**config.mk**
```make
export PLATFORM = sky130hd
export DESIGN_NAME = apb_reg_slave
export DESIGN_NICKNAME = d
export VERILOG_FILES = /design/src/rtl/apb_reg_slave_pkg.sv /design/src/rtl/apb_reg_slave_wait_cnt.sv /design/src/rtl/apb_reg_slave.sv
export SDC_FILE = /design/constraint.sdc
export NUM_CORES = 1
export LEC_CHECK = 0
export ABC_AREA = 0
export BUFFER_PORTS_ARGS = -buffer_cell sky130_fd_sc_hd__buf_4
export CORE_UTILIZATION = 56
export DETAILED_ROUTE_END_ITERATION = 10
export PLACE_DENSITY = 0.86
export SYNTH_ARGS = -nofsm -noshare
export SYNTH_HDL_FRONTEND = slang
export SYNTH_HIERARCHICAL = 1
export SYNTH_SLANG_ARGS = --single-unit
```
**constraint.sdc**
```tcl
create_clock -name PCLK -period 3.65 [get_ports PCLK]
set_input_delay 0.1825 -clock PCLK [delete_from_list [all_inputs] [get_ports PCLK]]
set_output_delay 0.1825 -clock PCLK [all_outputs]
set_load 0.01 [all_outputs]
```
**src/rtl/apb_reg_slave_pkg.sv**
```systemverilog
// Shared types and register map constants for the APB register completer.
package apb_reg_slave_pkg;

    typedef enum logic [1:0] {
        IDLE  = 2'd0,
        WAIT  = 2'd1,
        READY = 2'd2
    } state_t;

    localparam int ID_IDX   = 0;
    localparam int WAIT_IDX = 1;
    localparam int WAIT_W   = 4;

endpackage

```
**src/rtl/apb_reg_slave_wait_cnt.sv**
```systemverilog
// Loadable wait-state down-counter; o_last flags the final wait cycle. Used only with APB_REG_SLAVE_WAIT_EN.
// Loads in one cycle, decrements once per enabled cycle, never wraps below zero.
module apb_reg_slave_wait_cnt
    import apb_reg_slave_pkg::*;
(
    input  logic              i_clk,
    input  logic              i_rst_n,
    input  logic              i_load,
    input  logic [WAIT_W-1:0] i_load_val,
    input  logic              i_dec,
    output logic              o_last
);

    logic [WAIT_W-1:0] r_cnt;

    always_ff @(posedge i_clk or negedge i_rst_n) begin
        if (!i_rst_n) begin
            r_cnt <= '0;
        end else if (i_load) begin
            r_cnt <= i_load_val;
        end else if (i_dec && (r_cnt != '0)) begin
            r_cnt <= r_cnt - 1'b1;
        end
    end

    assign o_last = (r_cnt == WAIT_W'(1));

endmodule

```
**src/rtl/apb_reg_slave.sv**
```systemverilog
// APB3 completer with ID, WAIT_CFG and general registers; registered PREADY/PRDATA/PSLVERR, transfer = 2 + WAIT_CFG cycles.
// Macro APB_REG_SLAVE_WAIT_EN adds WAIT_CFG and programmable wait states; without it every transfer is 2 cycles.
module apb_reg_slave
    import apb_reg_slave_pkg::*;
#(
    parameter int                        APB_ADDR_WIDTH = 12,
    parameter int                        APB_DATA_WIDTH = 32,
    parameter int                        NUM_REGS       = 8,
    parameter logic [APB_DATA_WIDTH-1:0] ID_VALUE       = 32'hA5B0_0001
)(
    input  logic                               PCLK,
    input  logic                               PRESETn,
    input  logic [APB_ADDR_WIDTH-1:0]          PADDR,
    input  logic                               PWRITE,
    input  logic [APB_DATA_WIDTH-1:0]          PWDATA,
    input  logic                               PSEL,
    input  logic                               PENABLE,
    output logic                               PREADY,
    output logic [APB_DATA_WIDTH-1:0]          PRDATA,
    output logic                               PSLVERR,
    output logic [NUM_REGS*APB_DATA_WIDTH-1:0] reg_q,
    output logic [NUM_REGS-1:0]                reg_wr_stb
);

    localparam int               IDX_W      = APB_ADDR_WIDTH - 2;
    localparam logic [IDX_W:0]   NUM_REGS_L = (IDX_W+1)'(NUM_REGS);

    state_t                    r_state;
    state_t                    w_next_state;
    logic [IDX_W-1:0]          r_idx;
    logic [IDX_W-1:0]          w_idx;
    logic [IDX_W-1:0]          w_rd_idx;
    logic                      r_write;
    logic                      r_err;
    logic                      w_err;
    logic                      w_setup;
    logic                      w_to_ready;
    logic                      w_ready_err;
    logic                      w_commit;
    logic                      w_wait_zero;
    logic                      w_cnt_last;
    logic [APB_DATA_WIDTH-1:0] w_rdata;
    logic [NUM_REGS-1:0]       w_stb;
    logic [APB_DATA_WIDTH-1:0] r_gen [2:NUM_REGS-1];
    logic                      r_pready;
    logic                      r_pslverr;
    logic [APB_DATA_WIDTH-1:0] r_prdata;
    logic [NUM_REGS-1:0]       r_wr_stb;

    assign w_idx   = PADDR[APB_ADDR_WIDTH-1:2];
    assign w_setup = PSEL && !PENABLE;
    assign w_err   = (PADDR[1:0] != 2'b00)
                   || ({1'b0, w_idx} >= NUM_REGS_L)
                   || (PWRITE && (w_idx == IDX_W'(ID_IDX)));

    // With zero wait states READY is entered on the setup edge itself, before the decode is latched.
    assign w_rd_idx    = (r_state == IDLE) ? w_idx : r_idx;
    assign w_ready_err = (r_state == IDLE) ? w_err : r_err;
    assign w_commit    = (r_state == READY) && PSEL && PENABLE && r_write && !r_err;

`ifdef APB_REG_SLAVE_WAIT_EN
    logic [WAIT_W-1:0] r_wait_cfg;

    always_ff @(posedge PCLK or negedge PRESETn) begin
        if (!PRESETn) begin
            r_wait_cfg <= '0;
        end else if (w_stb[WAIT_IDX]) begin
            r_wait_cfg <= PWDATA[WAIT_W-1:0];
        end
    end

    assign w_wait_zero = (r_wait_cfg == '0);

    apb_reg_slave_wait_cnt u_wait_cnt (
        .i_clk      (PCLK),
        .i_rst_n    (PRESETn),
        .i_load     ((r_state == IDLE) && w_setup),
        .i_load_val (r_wait_cfg),
        .i_dec      ((r_state == WAIT) && PSEL),
        .o_last     (w_cnt_last)
    );
`else
    assign w_wait_zero = 1'b1;
    assign w_cnt_last  = 1'b1;
`endif

    always_comb begin
        w_rdata = '0;
        if (w_rd_idx == IDX_W'(ID_IDX)) begin
            w_rdata = ID_VALUE;
        end
`ifdef APB_REG_SLAVE_WAIT_EN
        if (w_rd_idx == IDX_W'(WAIT_IDX)) begin
            w_rdata[WAIT_W-1:0] = r_wait_cfg;
        end
`endif
        for (int i = 2; i < NUM_REGS; i++) begin
            if (w_rd_idx == IDX_W'(i)) begin
                w_rdata = r_gen[i];
            end
        end
    end

    always_comb begin
        w_stb = '0;
        for (int i = 0; i < NUM_REGS; i++) begin
            w_stb[i] = w_commit && (r_idx == IDX_W'(i));
        end
`ifndef APB_REG_SLAVE_WAIT_EN
        // Writes to the absent WAIT_CFG complete without error but change nothing.
        w_stb[WAIT_IDX] = 1'b0;
`endif
    end

    always_ff @(posedge PCLK or negedge PRESETn) begin
        if (!PRESETn) begin
            for (int i = 2; i < NUM_REGS; i++) begin
                r_gen[i] <= '0;
            end
        end else begin
            for (int i = 2; i < NUM_REGS; i++) begin
                if (w_stb[i]) begin
                    r_gen[i] <= PWDATA;
                end
            end
        end
    end

    always_ff @(posedge PCLK or negedge PRESETn) begin
        if (!PRESETn) begin
            r_state <= IDLE;
        end else begin
            r_state <= w_next_state;
        end
    end

    always_comb begin
        w_next_state = r_state;
        w_to_ready   = 1'b0;
        case (r_state)
            IDLE: begin
                if (w_setup) begin
                    if (w_wait_zero) begin
                        w_next_state = READY;
                        w_to_ready   = 1'b1;
                    end else begin
                        w_next_state = WAIT;
                    end
                end
            end
            WAIT: begin
                if (!PSEL) begin
                    w_next_state = IDLE;
                end else if (w_cnt_last) begin
                    w_next_state = READY;
                    w_to_ready   = 1'b1;
                end
            end
            READY:   w_next_state = IDLE;
            default: w_next_state = IDLE;
        endcase
    end

    always_ff @(posedge PCLK or negedge PRESETn) begin
        if (!PRESETn) begin
            r_idx     <= '0;
            r_write   <= 1'b0;
            r_err     <= 1'b0;
            r_pready  <= 1'b0;
            r_pslverr <= 1'b0;
            r_prdata  <= '0;
            r_wr_stb  <= '0;
        end else begin
            if ((r_state == IDLE) && w_setup) begin
                r_idx   <= w_idx;
                r_write <= PWRITE;
                r_err   <= w_err;
            end
            r_pready  <= w_to_ready;
            r_pslverr <= w_to_ready && w_ready_err;
            r_prdata  <= (w_to_ready && !w_ready_err) ? w_rdata : '0;
            r_wr_stb  <= w_stb;
        end
    end

    always_comb begin
        reg_q = '0;
        reg_q[ID_IDX*APB_DATA_WIDTH +: APB_DATA_WIDTH] = ID_VALUE;
`ifdef APB_REG_SLAVE_WAIT_EN
        reg_q[WAIT_IDX*APB_DATA_WIDTH +: WAIT_W] = r_wait_cfg;
`endif
        for (int i = 2; i < NUM_REGS; i++) begin
            reg_q[i*APB_DATA_WIDTH +: APB_DATA_WIDTH] = r_gen[i];
        end
    end

    assign PREADY     = r_pready;
    assign PSLVERR    = r_pslverr;
    assign PRDATA     = r_prdata;
    assign reg_wr_stb = r_wr_stb;

endmodule

```
After elaboration in Yosys (flattened, before gate mapping):

Index checks and enable logic that the tools add are counted.

* register bits after elaboration: 247
* latch bits: 0
* memory bits (writable): 0
* memory bits (read-only): 0
* bits of input ports: 49
* output and inout bits: 298
* word-level logic and storage cells: 72
* memories kept: 0

* $add $sub $neg: 0
* $mul: 0
* divide/modulo/power cells: 0
* order comparisons: 1
* equal/unequal tests: 15
* shift operators: 0
* muxes and demuxes: 16
* bitwise operators: 0
* reductions and logical operators: 26

Operators with widths (number)
* two-way mux 32 bit: 8
* == test 10 x 3 -> 1 bit, second input constant: 8
* == test 10 x 2 -> 1 bit, second input constant: 4
* logical NOT 10 bit: 3
* logical AND 1 bit: 16
* >= comparator 10 x 4 -> 1 bit, second input constant: 1
* two-way mux 10 bit: 1
* two-way mux 2 bit: 2
* one-hot mux 2 bit (2 select lines): 1
* logical NOT 1 bit: 3
* two-way mux 1 bit: 3
* == test 2 x 1 -> 1 bit, second input constant: 1
* == test 2 bit, second input constant: 1
* logical NOT 2 bit: 1
* logical OR 1 bit: 2
* inequality test 2 bit, second input constant: 1
* one-hot mux 1 bit (2 select lines): 1
* nonzero test 2 bit: 1

Depth between registers and ports, before layout:

* word-level depth: 11
* depth in mapped cells: 7
* mapped depth without buffers: 5

Least setup slack after synthesis:

No wires, ideal clock.

* kind: register to register
* start: register r_state[1]
* end: register r_gen (netlist bit reg_q[130])
* library setup time: 0.125 ns
* arrival: 1.912 ns
* data required time: 3.525 ns
* slack: 1.613 ns
* cell stages (with the launch flop): 8
* buffers on the path: 2
* period minus slack after synthesis: 2.037 ns
* path through: dfrtp_1 > buf_4 > nor4b_4 > nand4_1 > nand2b_1 > nor2_2 > buf_2 > mux2_2

* longest elaborated chain between the ends: 6

Ends and longest elaborated chain
* start: declaration: RTL line apb_reg_slave.sv:28 `state_t r_state;`
* start signal: assignment: RTL line apb_reg_slave.sv:133 `r_state <= w_next_state;`
* == test 2 bit: RTL line apb_reg_slave.sv:59 `assign w_commit = (r_state == READY) && PSEL && PENABLE && r_write && !r_err;`
* logical AND 1 bit (4 in a row): RTL line apb_reg_slave.sv:59
* logical AND 1 bit: RTL line apb_reg_slave.sv:107 `w_stb[i] = w_commit && (r_idx == IDX_W'(i));`
* end signal: indexed assignment: RTL line apb_reg_slave.sv:118 `r_gen[i] <= '0;`
* end signal: indexed assignment: RTL line apb_reg_slave.sv:123 `r_gen[i] <= PWDATA;`
* end: declaration: RTL line apb_reg_slave.sv:44 `logic [APB_DATA_WIDTH-1:0] r_gen [2:NUM_REGS-1];`

No other way between the ends.
A chain may end at the register's enable or synchronous reset.

Worst setup path in the final report:

* start: input port PADDR[6]
* end: register r_prdata[28] (netlist: PRDATA[28])

* longest elaborated chain between the ends: 9
* elaborated cells between the ends (all ways): 22
* classes of those cells: 1 x order compare; 6 x eq/ne; 9 x mux; 6 x reduce/logical

Ends and longest elaborated chain
* start: declaration: RTL line apb_reg_slave.sv:13 `input logic [APB_ADDR_WIDTH-1:0] PADDR,`
* two-way mux 10 bit: RTL line apb_reg_slave.sv:57 `assign w_rd_idx = (r_state == IDLE) ? w_idx : r_idx;`
* == test 10 x 2 -> 1 bit: RTL line apb_reg_slave.sv:98 `if (w_rd_idx == IDX_W'(i)) begin`
* two-way mux 32 bit (6 in a row): RTL line apb_reg_slave.sv:98
* two-way mux 32 bit *: RTL line apb_reg_slave.sv:181 `r_prdata <= (w_to_ready && !w_ready_err) ? w_rdata : '0;`
* end signal: assignment: RTL line apb_reg_slave.sv:181
* end: declaration: RTL line apb_reg_slave.sv:47 `logic [APB_DATA_WIDTH-1:0] r_prdata;`

Every way passes the cells marked *; elsewhere a longest branch is shown, timed or not.

==> results by group <==
Power
  – Peak VDD IR: roughly 0.48 mV
  – Pwr Total: 5.90 mW
  – Leak Pwr: around 7.4 nW
  – Pwr dens: 385 nW/um2

STA
  – Relative slew slack: about 15%
  – RSZ-0062 raised after global routing: no
  – Final Critical Period: between 2 and 3 ns
  – Worst Max-Slew Pin Slew: between 1 and 1.5 ns
  – Setup Viol. Count Final: 0
  – Final Skew: about 0.022 ns
  – F_max: between 300 and 400 MHz
  – Final Cycle Share: between 80% and 90%
  – Max-slew violations: 0
  – Fin. Hold Viols: 0
  – Setup TNS Final: 0 ns

Layout
  – Nets: around 1,300
  – Area Overhead vs Synth: 30.5%
  – Total area of sequential cells: approximately 6200 um2
  – Post-route core utilization: 75.1%
  – Post-Layout Cell Count: ~1,600
  – ANT cells: 0
  – Layout cell share with drive strength beyond 1: between 40 and 50%
  – FILL cells: approximately 1,300
  – Multi-input logic area: 4880 um2

Synth
  – Most common cell in the netlist: dfrtp_1
  – Post-synthesis area per instance: 11.8 um2
  – YS warnings: 6
  – Complex-gate fraction of the synthesized area: 15.3%
  – Register area share after synthesis: a little over half
  – Post-Synth Simple-Gate Area: 3.59%
  – Mux share of post-synthesis cell area: 19.8%
  – Adder-cell share of the synthesized area: 0%
  – Post-synth top cells: 246 x dfrtp_1, 182 x mux2_2, 73 x a21oi_1
  – Synthesized flop and latch total: ~250
  – Gate Count Post-Synth: ~1,000
  – Count of cell types in the netlist: between 40 and 50
  – Largest family of logic cells by synthesized area: multiplexers
  – Synth Area in XOR/XNOR: 0%
  – Top cells by area, synth: dfrtp_1 53%, mux2_2 17%, buf_4 4.2%
  – Post-synth EDFFs: 0
  – Area leader, netlist: dfrtp_1
  – Yosys top cell area share: between 50% and 60%
  – Post-synthesis cell area: between 10,000 and 15,000 um2
  – Synth Flop Type: dfrtp_1
  – Async S/R FF share, synth: 100%

Floorplanning
  – Die ar.: roughly 22,000 um2
  – Core Footprint: just over 20,000 um2
  – Core Rows: 52
  – Chip Height: ~150 um
  – Die X: roughly 150 um
  – Initial Utilization: a little under three fifths
  – IO Pins: 347

Critical path
  – Worst-path cell chain: dlygate4sd3_1, buf_4, nor3_1, nand3_2, buf_12, a2111oi_0, o32ai_1, a21oi_1
  – CP required: roughly 4 ns
  – CP Capture Type: flip-flop
  – Crit path arrival time: 3.43 ns
  – Slowest CP cell: nand3_2
  – CP max FO: 34
  – Critical Path Max Stage Delay: 0.77 ns
  – Setup CP Type: input pin to flip-flop
  – CP Launch Type: input pin

CTS
  – CTS tree: yes
  – Worst-Skew Late Latency: 0.53 ns
  – Post-CTS Setup Inserts: 0
  – CTS Sinks: roughly 250
  – Clock transition at path regs: approximately 0.060 ns
  – CTS buffer count: 25
  – Root Buffer: clkbuf_16
  – Worst-case clock buffer depth: 3
  – Clock H-tree levels: 1

Run
  – Max Cap Viol: 0

Min path
  – Hold/Removal Path Class: input pin to flip-flop

Placed design
  – Port bufs: between 200 and 300
  – Final Wtd Congestion: approximately 0.93
  – Placed cells: roughly 1,500
  – Detailed placement HPWL: approximately 23,000 um

Routing
  – Drt via density: a little over 6
  – DRT antenna net count: 0
  – Wirelength, routed: between 30,000 and 40,000 um
  – 1st-iter DRT viols: ~860
  – # DRC: 0
  – Drt wl/cell: 24.0 um
  – Drt pass-1 iters: 7
  – Vias post-DR: between 9,000 and 10,000

Global routing
  – Total gr overflow: 0
  – First-pass GRT wire length: 57,900 um
  – Largest net degree at the start of global routing: approximately 110
  – GRT Total Usage: 35.1%
  – Vias in the first global route: between 10,000 and 15,000
  – Initial antenna violation count: 0

Outcome
  – Status: completed
## report_power, final
group / total (mW) / switching (mW) / leakage, nW / internal [mW]
logic: 0.417 / 0.267 / 3.59 / 0.150
clock network: 2.70 / 1.07 / 0.427 / 1.63
registers: 2.78 / 0.0318 / 3.41 / 2.75
## cell type report
type | count | share of cell area [%]
Tap cell | 270 | 2.21
Multi-Input combinational cell | 612 | 31.9
Clock inverter | 12 | 1.09
Sequential cell | 246 | 40.2
Clock buffer | 34 | 4.57
Inverter | 57 | 1.40
Timing Repair Buffer | 353 | 18.6
## placed cells by master (no fill, tap or decap), types with 4 or more instances in the layout
master	Yosys	layout
buf_4	66	300
dfrtp_1	246	246
mux2_2	182	182
a21oi_1	73	72
conb_1	2	65
a211oi_1	59	59
inv_1	57	57
dlygate4sd3_1	0	46
nor2_1	38	36
o21ai_0	33	32
o21a_1	30	30
o32ai_1	29	29
clkbuf_16	0	25
mux2_1	23	23
a2111oi_0	22	22
o22ai_1	8	8
clkinv_2	0	6
buf_12	0	6
clkbuf_1	55	5
nor2_4	0	4
clkbuf_8	0	4
bufinv_16	0	4
## metrics by stage
step / hold WS [ns] / setup WS [ns] / area (um2)
2_1_floorplan: -0.113 / 1.61 / 12000
3_3_place_gp: 0.267 / 0.914 / 14000
3_5_place_dp: 0.275 / 0.844 / 14000
4_1_cts: 0.0912 / 0.801 / 15300
5_1_grt: 0.137 / 0.568 / 15300
6_report: 0.0962 / 0.667 / 15300
## state kept, by name, indices dropped and copies added (netlist names)
register / cells
PRDATA: 32
PREADY: 1
PSLVERR: 1
r_err: 1
r_idx: 10
r_state: 1
r_write: 1
reg_q: 192
reg_wr_stb: 7
## metal layers
| metal | GRT usage, % | part of all wire (%) |
|---|---|---|
| met5 | 0 | 0 |
| met4 | 20.1 | 5.5 |
| met3 | 8.19 | 9.8 |
| met2 | 57.7 | 49 |
| met1 | 42.6 | 36 |
## worst paths after layout
kind | from | end | slack, ns | cells after the start
setup / recovery | PADDR[6] | PRDATA[28]$_DFF_PN0_ | 0.67 | 8
hold / removal | PADDR[1] | PSLVERR$_DFF_PN0_ | 0.1 | 4
setup reg to reg | r_state[1]$_DFFE_PN0P_ | PRDATA[31]$_DFF_PN0_ | 0.73 | 6
hold reg to reg | r_write$_DFFE_PN0P_ | r_write$_DFFE_PN0P_ | 0.52 | 1
max in group asynchronous | PRESETn | reg_q[137]$_DFFE_PN0P_ | 2.37 | 3
min in group asynchronous | PRESETn | PSLVERR$_DFF_PN0_ | 0.30 | 2
## repair_timing
| item | 4_1_cts | 5_1_grt |
|---|---|---|
| gates resized for setup | 0 | 0 |
| hold buffers | 46 | 0 |
| endpoints found under the hold margin | 302 | 0 |
## worst max-delay path: cells and delay by family
family	cells	cell delay (ns)
AOI/OAI and AO/OA	3	0.88
and+or+nand+nor	2	1.19
buffers and inverters	3	1.13
## logic make-up (layout without fill, tap and decap cells)
| kind of cell | Yosys count | after routing |
|---|---|---|
| other | 2 | 65 |
| flip-flops | 246 | 246 |
| multiplexers | 206 | 206 |
| buffers and inverters | 199 | 456 |
| AND/OR/NAND/NOR | 75 | 75 |
| AO/OA/AOI/OAI | 266 | 266 |
Power figures use the tool's default switching activity.
